[src/rtl/bitslice_serial_ctrl.sv]
// bitslice_serial_ctrl: runs WIDTH-bit operations bit-serially, LSB first,
// through one external combinational 1-bit ALU slice.
// Optional feature: define BITSLICE_ZERO_FLAG_EN to add the 'zero' output.
module bitslice_serial_ctrl #(
  parameter int unsigned WIDTH = 8
) (
  input  logic             clk,
  input  logic             rst,
  input  logic             start,
  input  logic [2:0]       op,
  input  logic [WIDTH-1:0] a_in,
  input  logic [WIDTH-1:0] b_in,
  output logic             busy,
  output logic             done,
  output logic [WIDTH-1:0] result,
  output logic             carry_out,
`ifdef BITSLICE_ZERO_FLAG_EN
  output logic             zero,
`endif
  output logic             slice_a,
  output logic             slice_b,
  output logic             slice_cin,
  output logic [2:0]       slice_k,
  input  logic             slice_y,
  input  logic             slice_cout
);

  localparam int unsigned IW = $clog2(WIDTH);

  typedef enum logic [1:0] {
    S_IDLE,
    S_RUN,
    S_DONE
  } state_t;

  state_t           state_q;
  logic [WIDTH-1:0] a_q;
  logic [WIDTH-1:0] b_q;
  logic [2:0]       op_q;
  logic [IW-1:0]    idx_q;
  logic             cy_q;
  logic             busy_q;
  logic             done_q;
  logic [WIDTH-1:0] result_q;
  logic             cout_q;
`ifdef BITSLICE_ZERO_FLAG_EN
  logic             zsticky_q;
  logic             zero_q;
`endif

  // Sequencer: operand capture, per-bit stepping and handshake outputs.
  always_ff @(posedge clk or posedge rst) begin
    if (rst) begin
      state_q   <= S_IDLE;
      a_q       <= '0;
      b_q       <= '0;
      op_q      <= '0;
      idx_q     <= '0;
      cy_q      <= 1'b0;
      busy_q    <= 1'b0;
      done_q    <= 1'b0;
      result_q  <= '0;
      cout_q    <= 1'b0;
`ifdef BITSLICE_ZERO_FLAG_EN
      zsticky_q <= 1'b0;
      zero_q    <= 1'b0;
`endif
    end else begin
      case (state_q)
        S_IDLE: begin
          done_q <= 1'b0;
          if (start) begin
            a_q       <= a_in;
            b_q       <= b_in;
            op_q      <= op;
            idx_q     <= '0;
            // K1 doubles as the carry-in of the LSB step.
            cy_q      <= op[1];
            result_q  <= '0;
            busy_q    <= 1'b1;
`ifdef BITSLICE_ZERO_FLAG_EN
            zsticky_q <= 1'b1;
`endif
            state_q   <= S_RUN;
          end
        end
        S_RUN: begin
          result_q[idx_q] <= slice_y;
          cy_q            <= slice_cout;
`ifdef BITSLICE_ZERO_FLAG_EN
          if (slice_y) zsticky_q <= 1'b0;
`endif
          if (idx_q == IW'(WIDTH - 1)) begin
            cout_q  <= slice_cout;
`ifdef BITSLICE_ZERO_FLAG_EN
            zero_q  <= zsticky_q & ~slice_y;
`endif
            done_q  <= 1'b1;
            state_q <= S_DONE;
          end else begin
            idx_q <= idx_q + IW'(1);
          end
        end
        S_DONE: begin
          done_q  <= 1'b0;
          busy_q  <= 1'b0;
          state_q <= S_IDLE;
        end
        default: state_q <= S_IDLE;
      endcase
    end
  end

  // Slice drive: current bit of the latched operands while running, else idle zeros.
  always_comb begin
    slice_a   = 1'b0;
    slice_b   = 1'b0;
    slice_cin = 1'b0;
    slice_k   = 3'b000;
    if (state_q == S_RUN) begin
      slice_a   = a_q[idx_q];
      slice_b   = b_q[idx_q];
      slice_cin = cy_q;
      slice_k   = op_q;
    end
  end

  assign busy      = busy_q;
  assign done      = done_q;
  assign result    = result_q;
  assign carry_out = cout_q;
`ifdef BITSLICE_ZERO_FLAG_EN
  assign zero      = zero_q;
`endif

endmodule

[config.mk]
export PLATFORM = sky130hd
export DESIGN_NAME = bitslice_serial_ctrl
export DESIGN_NICKNAME = d
export VERILOG_FILES = /design/src/rtl/bitslice_serial_ctrl.sv
export SDC_FILE = /design/constraint.sdc
export NUM_CORES = 1
export LEC_CHECK = 0
export ABC_AREA = 1
export ABC_CLOCK_PERIOD_IN_PS = 2950
export CORE_UTILIZATION = 30
export CTS_CLUSTER_DIAMETER = 150
export DETAILED_ROUTE_END_ITERATION = 12
export REMOVE_ABC_BUFFERS = 1
export SETUP_SLACK_MARGIN = 0.1
export SYNTH_ARGS = -nofsm -noshare
export SYNTH_HDL_FRONTEND = slang
export SYNTH_SLANG_ARGS = --single-unit
[constraint.sdc]
create_clock -name clk -period 2.95 [get_ports clk]
set_input_delay 0.59 -clock clk [delete_from_list [all_inputs] [get_ports clk]]
set_output_delay 0.59 -clock clk [all_outputs]
set_load 0.02 [all_outputs]
* Word-level counts from Yosys, hierarchy flattened *
Cells that the tools add are included.

operators by class
  add/sub/neg operators = 1
  order comparisons = 2
  reduce and logical (&&, ||, !) cells = 13
  multiplexer cells = 25
  equality and inequality tests = 6

operator list
  cell                 count
  $pmux 8 s2           1
  $reduce_and 2->1     6
  $mux 1               9
  $mux 3               3
  $bwmux 8             1
  $mux 8               1
  $bmux 1 s3           2
  $ne 2x2->1 const B   3
  $pmux 1 s2           3
  $pmux 3 s2           1
  $reduce_bool 2->1    3
  $lt 3x4->1 const B   1
  $mux 2               2
  $pmux 2 s2           1
  $add 3x1->3 const B  1
  $demux 1 s3          1
  $eq 3x3->1 const B   1
  $ge 3x1->1 const B   1
  $reduce_and 3->1     1
  $eq 2x1->1 const B   1
  $eq 2x2->1 const B   1
  $logic_not 2->1      1
  $reduce_or 2->1      1
  $logic_and 1x1->1    1

word-level totals
  input port bits = 24
  register bits after elaboration = 36

* Logic depth before layout (Yosys ltp) *
  word-level depth = 6
  gate-level depth with buffers = 7

* Least setup slack after synthesis *
Ideal clock, no wire load.

  kind = register to output
  start point = register idx_q[0]
  end point = output port slice_b
  arrival time = 1113 ps
  cell stages (with the launch flop) = 8
  path buffers = 1
  setup slack = 1247 ps
  data required time = 2360 ps
  cells stage by stage = dfrtp_1 > inv_1 > buf_4 > nand2_1 > nand3_1 > nand2_1 > nor2_1 > nor2_1

on the way
  word-level cells in the longest chain between the ends = 3

ends and longest elaborated chain
  item                          RTL line  source
  start, declared               40        logic [IW-1:0] idx_q;
  start signal, assigned        101       idx_q <= idx_q + IW'(1);
  $bmux 1 s3                    122       slice_b = b_q[idx_q];
  $mux 1 (not written as such)  122
  $mux 1                        120       if (state_q == S_RUN) begin
  end, declared                 21        output logic slice_b,

Every way passes these cells. The select of a mux whose other input is x is not followed.

* Final worst setup path *
Ends and elaborated chain as after synthesis.

==> summary.txt <==
Timing
  – Fin. max-slew vios: 0
  – Post-route minimum period: between 2 and 3 ns
  – Worst hold slack: 0.475 ns
  – Slew @ Worst Pin: 0.646 ns
  – RSZ-0062 raised after global routing: no
  – Worst Skew: around 0.0055 ns
  – Setup violators final: 0
  – Fin Setup TNS: 0 ns
  – Rel. slew slack: 0.569
  – Tcrit/Tclk final: 0.865
  – Fin. Hold Viols: 0
  – Fmax: roughly 390 MHz

Run status
  – Status: finished, final reports clean

Critical path
  – Crit. End Element: output pin
  – CP Launch Type: register
  – Path depth of the worst reg2reg path: 5
  – Worst-path maximum fanout: 11
  – Worst R2R Start: state_q[0]
  – CP Data Required Time: 2.36 ns
  – CP Launch Point: idx_q[0]
  – CP Data Arrival Time: 1.96 ns
  – Critical setup path kind: register to output pin

Route
  – Met3 Wirelength: 178 um
  – Drt wl/cell: approximately 11 um
  – Final ANT Viol Nets: 0
  – Final WL: 3590 um
  – DRC: 0
  – Via/cell ratio: 4.27
  – Routed wl met2: 1550 um
  – Pre-antenna DRT Iters: 6
  – DRT iter0 DRCs: ~110
  – Vias: 1440
  – Top Metal Used: met4
  – Met1 Wirelength: 1810 um

Logic synthesis
  – Leading cell types by count after synthesis: nand2_1 (76), dfrtp_1 (36), inv_1 (29), nor2_1 (20), o21ai_0 (20)
  – Ys flop type: dfrtp_1
  – Post-synth cell types: 16
  – Async S/R FF share, synth: 1.00
  – Cells after Synth: 218
  – Mapped Area: ~0.0017 mm2
  – Top-count cell post-synth: nand2_1
  – #FFs+latches synth: 36
  – Share of Yosys cell area claimed by the top area cell type: 0.517
  – Sequential-to-total area share from yosys stat: 0.517
  – Syn Area/Cell: 7.99 um2
  – Synth area leader: dfrtp_1
  – Synth warnings: 0
  – Number of synthesized flops with an enable pin: 0
  – Most area-consuming cells after synthesis: dfrtp_1 (52%), nand2_1 (16%), inv_1 (6.3%)

CTS
  – Clock root cell: clkbuf_8
  – Clk sinks: 36
  – Worst-Skew Late Latency: 0.29 ns
  – TritonCTS clock tree: built
  – Clock Tree Buf Depth: 2
  – Hold buffers post-CTS: 0
  – CTS Buf Count: 5
  – H-Tree Depth: 2
  – Clock transition at path regs: 0.07 ns

Floorplan
  – Num rows: 27
  – Starting density of the core: 0.314
  – Die X: 78.2 um
  – CORE AREA: 0.00554 mm2
  – Die area: 0.00611 mm2
  – Die Ht: a little under 80 um
  – I/O pin count: slightly above 40

Global routing
  – Antenna violations before repair: 0
  – Largest net degree at the start of global routing: 39
  – Wire length of the first global-routing pass: 6270 um
  – Global route total overflow: 0
  – Vias in the first global route: approximately 1400
  – Overall Global Routing Usage: 0.131

Placed design
  – Dpl hpwl: about 2500 um
  – Port buffer count: 40
  – Routability cong.: 0.781

Pwr
  – Leak: ~1.1 nW
  – Peak VDD IR: 0.415 mV
  – Pwr Density: 1080 mW/mm2

Flow run
  – Max-cap viol count: 0

Cells and area
  – Layout area overhead: 34.0%
  – Layout cells sized above 1: 0.117
  – Fin util: 0.421
  – Diodes inserted: 0
  – Fin nets: 290

Worst hold path
  – Hold Path Depth: 2
  – Hold_sp: result[1]
  – Worst Hold Class: register to register
==> path summary, 6_finish.rpt <==
path                       slack, ns   endpoint
min reg2reg                     0.48  result[1]
max reg2reg                     1.44       cy_q
max                             0.40    slice_b
max in group asynchronous       1.91   idx_q[0]
min                             0.48  result[1]
min in group asynchronous       0.70     a_q[1]
==> power by group <==
group | internal (mW) | switching, mW | total (mW)
clock | 0.251 | 0.170 | 0.421
sequential | 0.716 | 0.106 | 0.822
combinational | 0.533 | 0.735 | 1.27
==> layout by cell type (no fill, tap or decap), drive strengths merged <==
cell	netlist	routed
nand3	11	11
nand2	78	78
o21ai	32	32
o211ai	1	1
buf	6	6
clkinv	0	1
inv	30	29
ha	2	2
nor2	21	21
clkinvlp	0	1
clkdlybuf4s50	0	40
bufinv	0	1
clkbuf	1	6
dfrtp	36	36
==> kinds of logic after synthesis <==
| family | count (synthesis) | synth area share |
|---|---|---|
| flops | 36 | 0.517 |
| fa+ha+maj | 2 | 0.0144 |
| compound gates | 33 | 0.122 |
| buf+inv | 37 | 0.0970 |
| simple gates | 110 | 0.249 |
==> layout make-up <==
class	count	area, um2
clock buffer	6	72.6
clock inverter	2	35.0
fill	582	3210
inverter	30	116
multi-input combinational	145	672
sequential	36	902
tap	72	90.1
timing repair buffer	46	445
==> layer usage <==
metal	vias to the layer above	global-route usage
met2	29	0.199
met4	0	0.0500
met3	7	0.0337
li1	769	-
met1	635	0.178
met5	-	0
==> flip-flops by register name (all words and copies together) (netlist names) <==
| register | count |
|---|---|
| result | 8 |
| a_q | 8 |
| busy | 1 |
| b_q | 8 |
| state_q | 2 |
| op_q | 3 |
| done | 1 |
| carry_out | 1 |
| idx_q | 3 |
| cy_q | 1 |
==> what timing repair did <==
action,in CTS,in global routing
endpoints found under the setup margin,1,1
gates resized for setup,1,1
setup buffers,0,5
pin swaps,0,0
==> per-stage QoR <==
stage | area, um2 | std cells | power (mW) | setup slack (ns)
final | 2330 | 337 | 2.51 | 0.399
after global placement | 2180 | 324 | 2.04 | 0.470
after detailed placement | 2180 | 324 | 2.06 | 0.435
after CTS | 2290 | 332 | 2.49 | 0.269
after floorplan | 1690 | 211 | 1.61 | 1.08
after global routing | 2330 | 337 | 2.73 | 0.264
==> worst max-delay path, cell delays in order, from the launching register on <==
cell and delay, ns:
dfrtp_2 0.45, clkinvlp_4 0.22, nand2_1 0.12, nand3_1 0.07, nand2_1 0.06, nor2_1 0.04, nor2_1 0.09, clkdlybuf4s50_1 0.62
(Power assumes the default switching activity.)
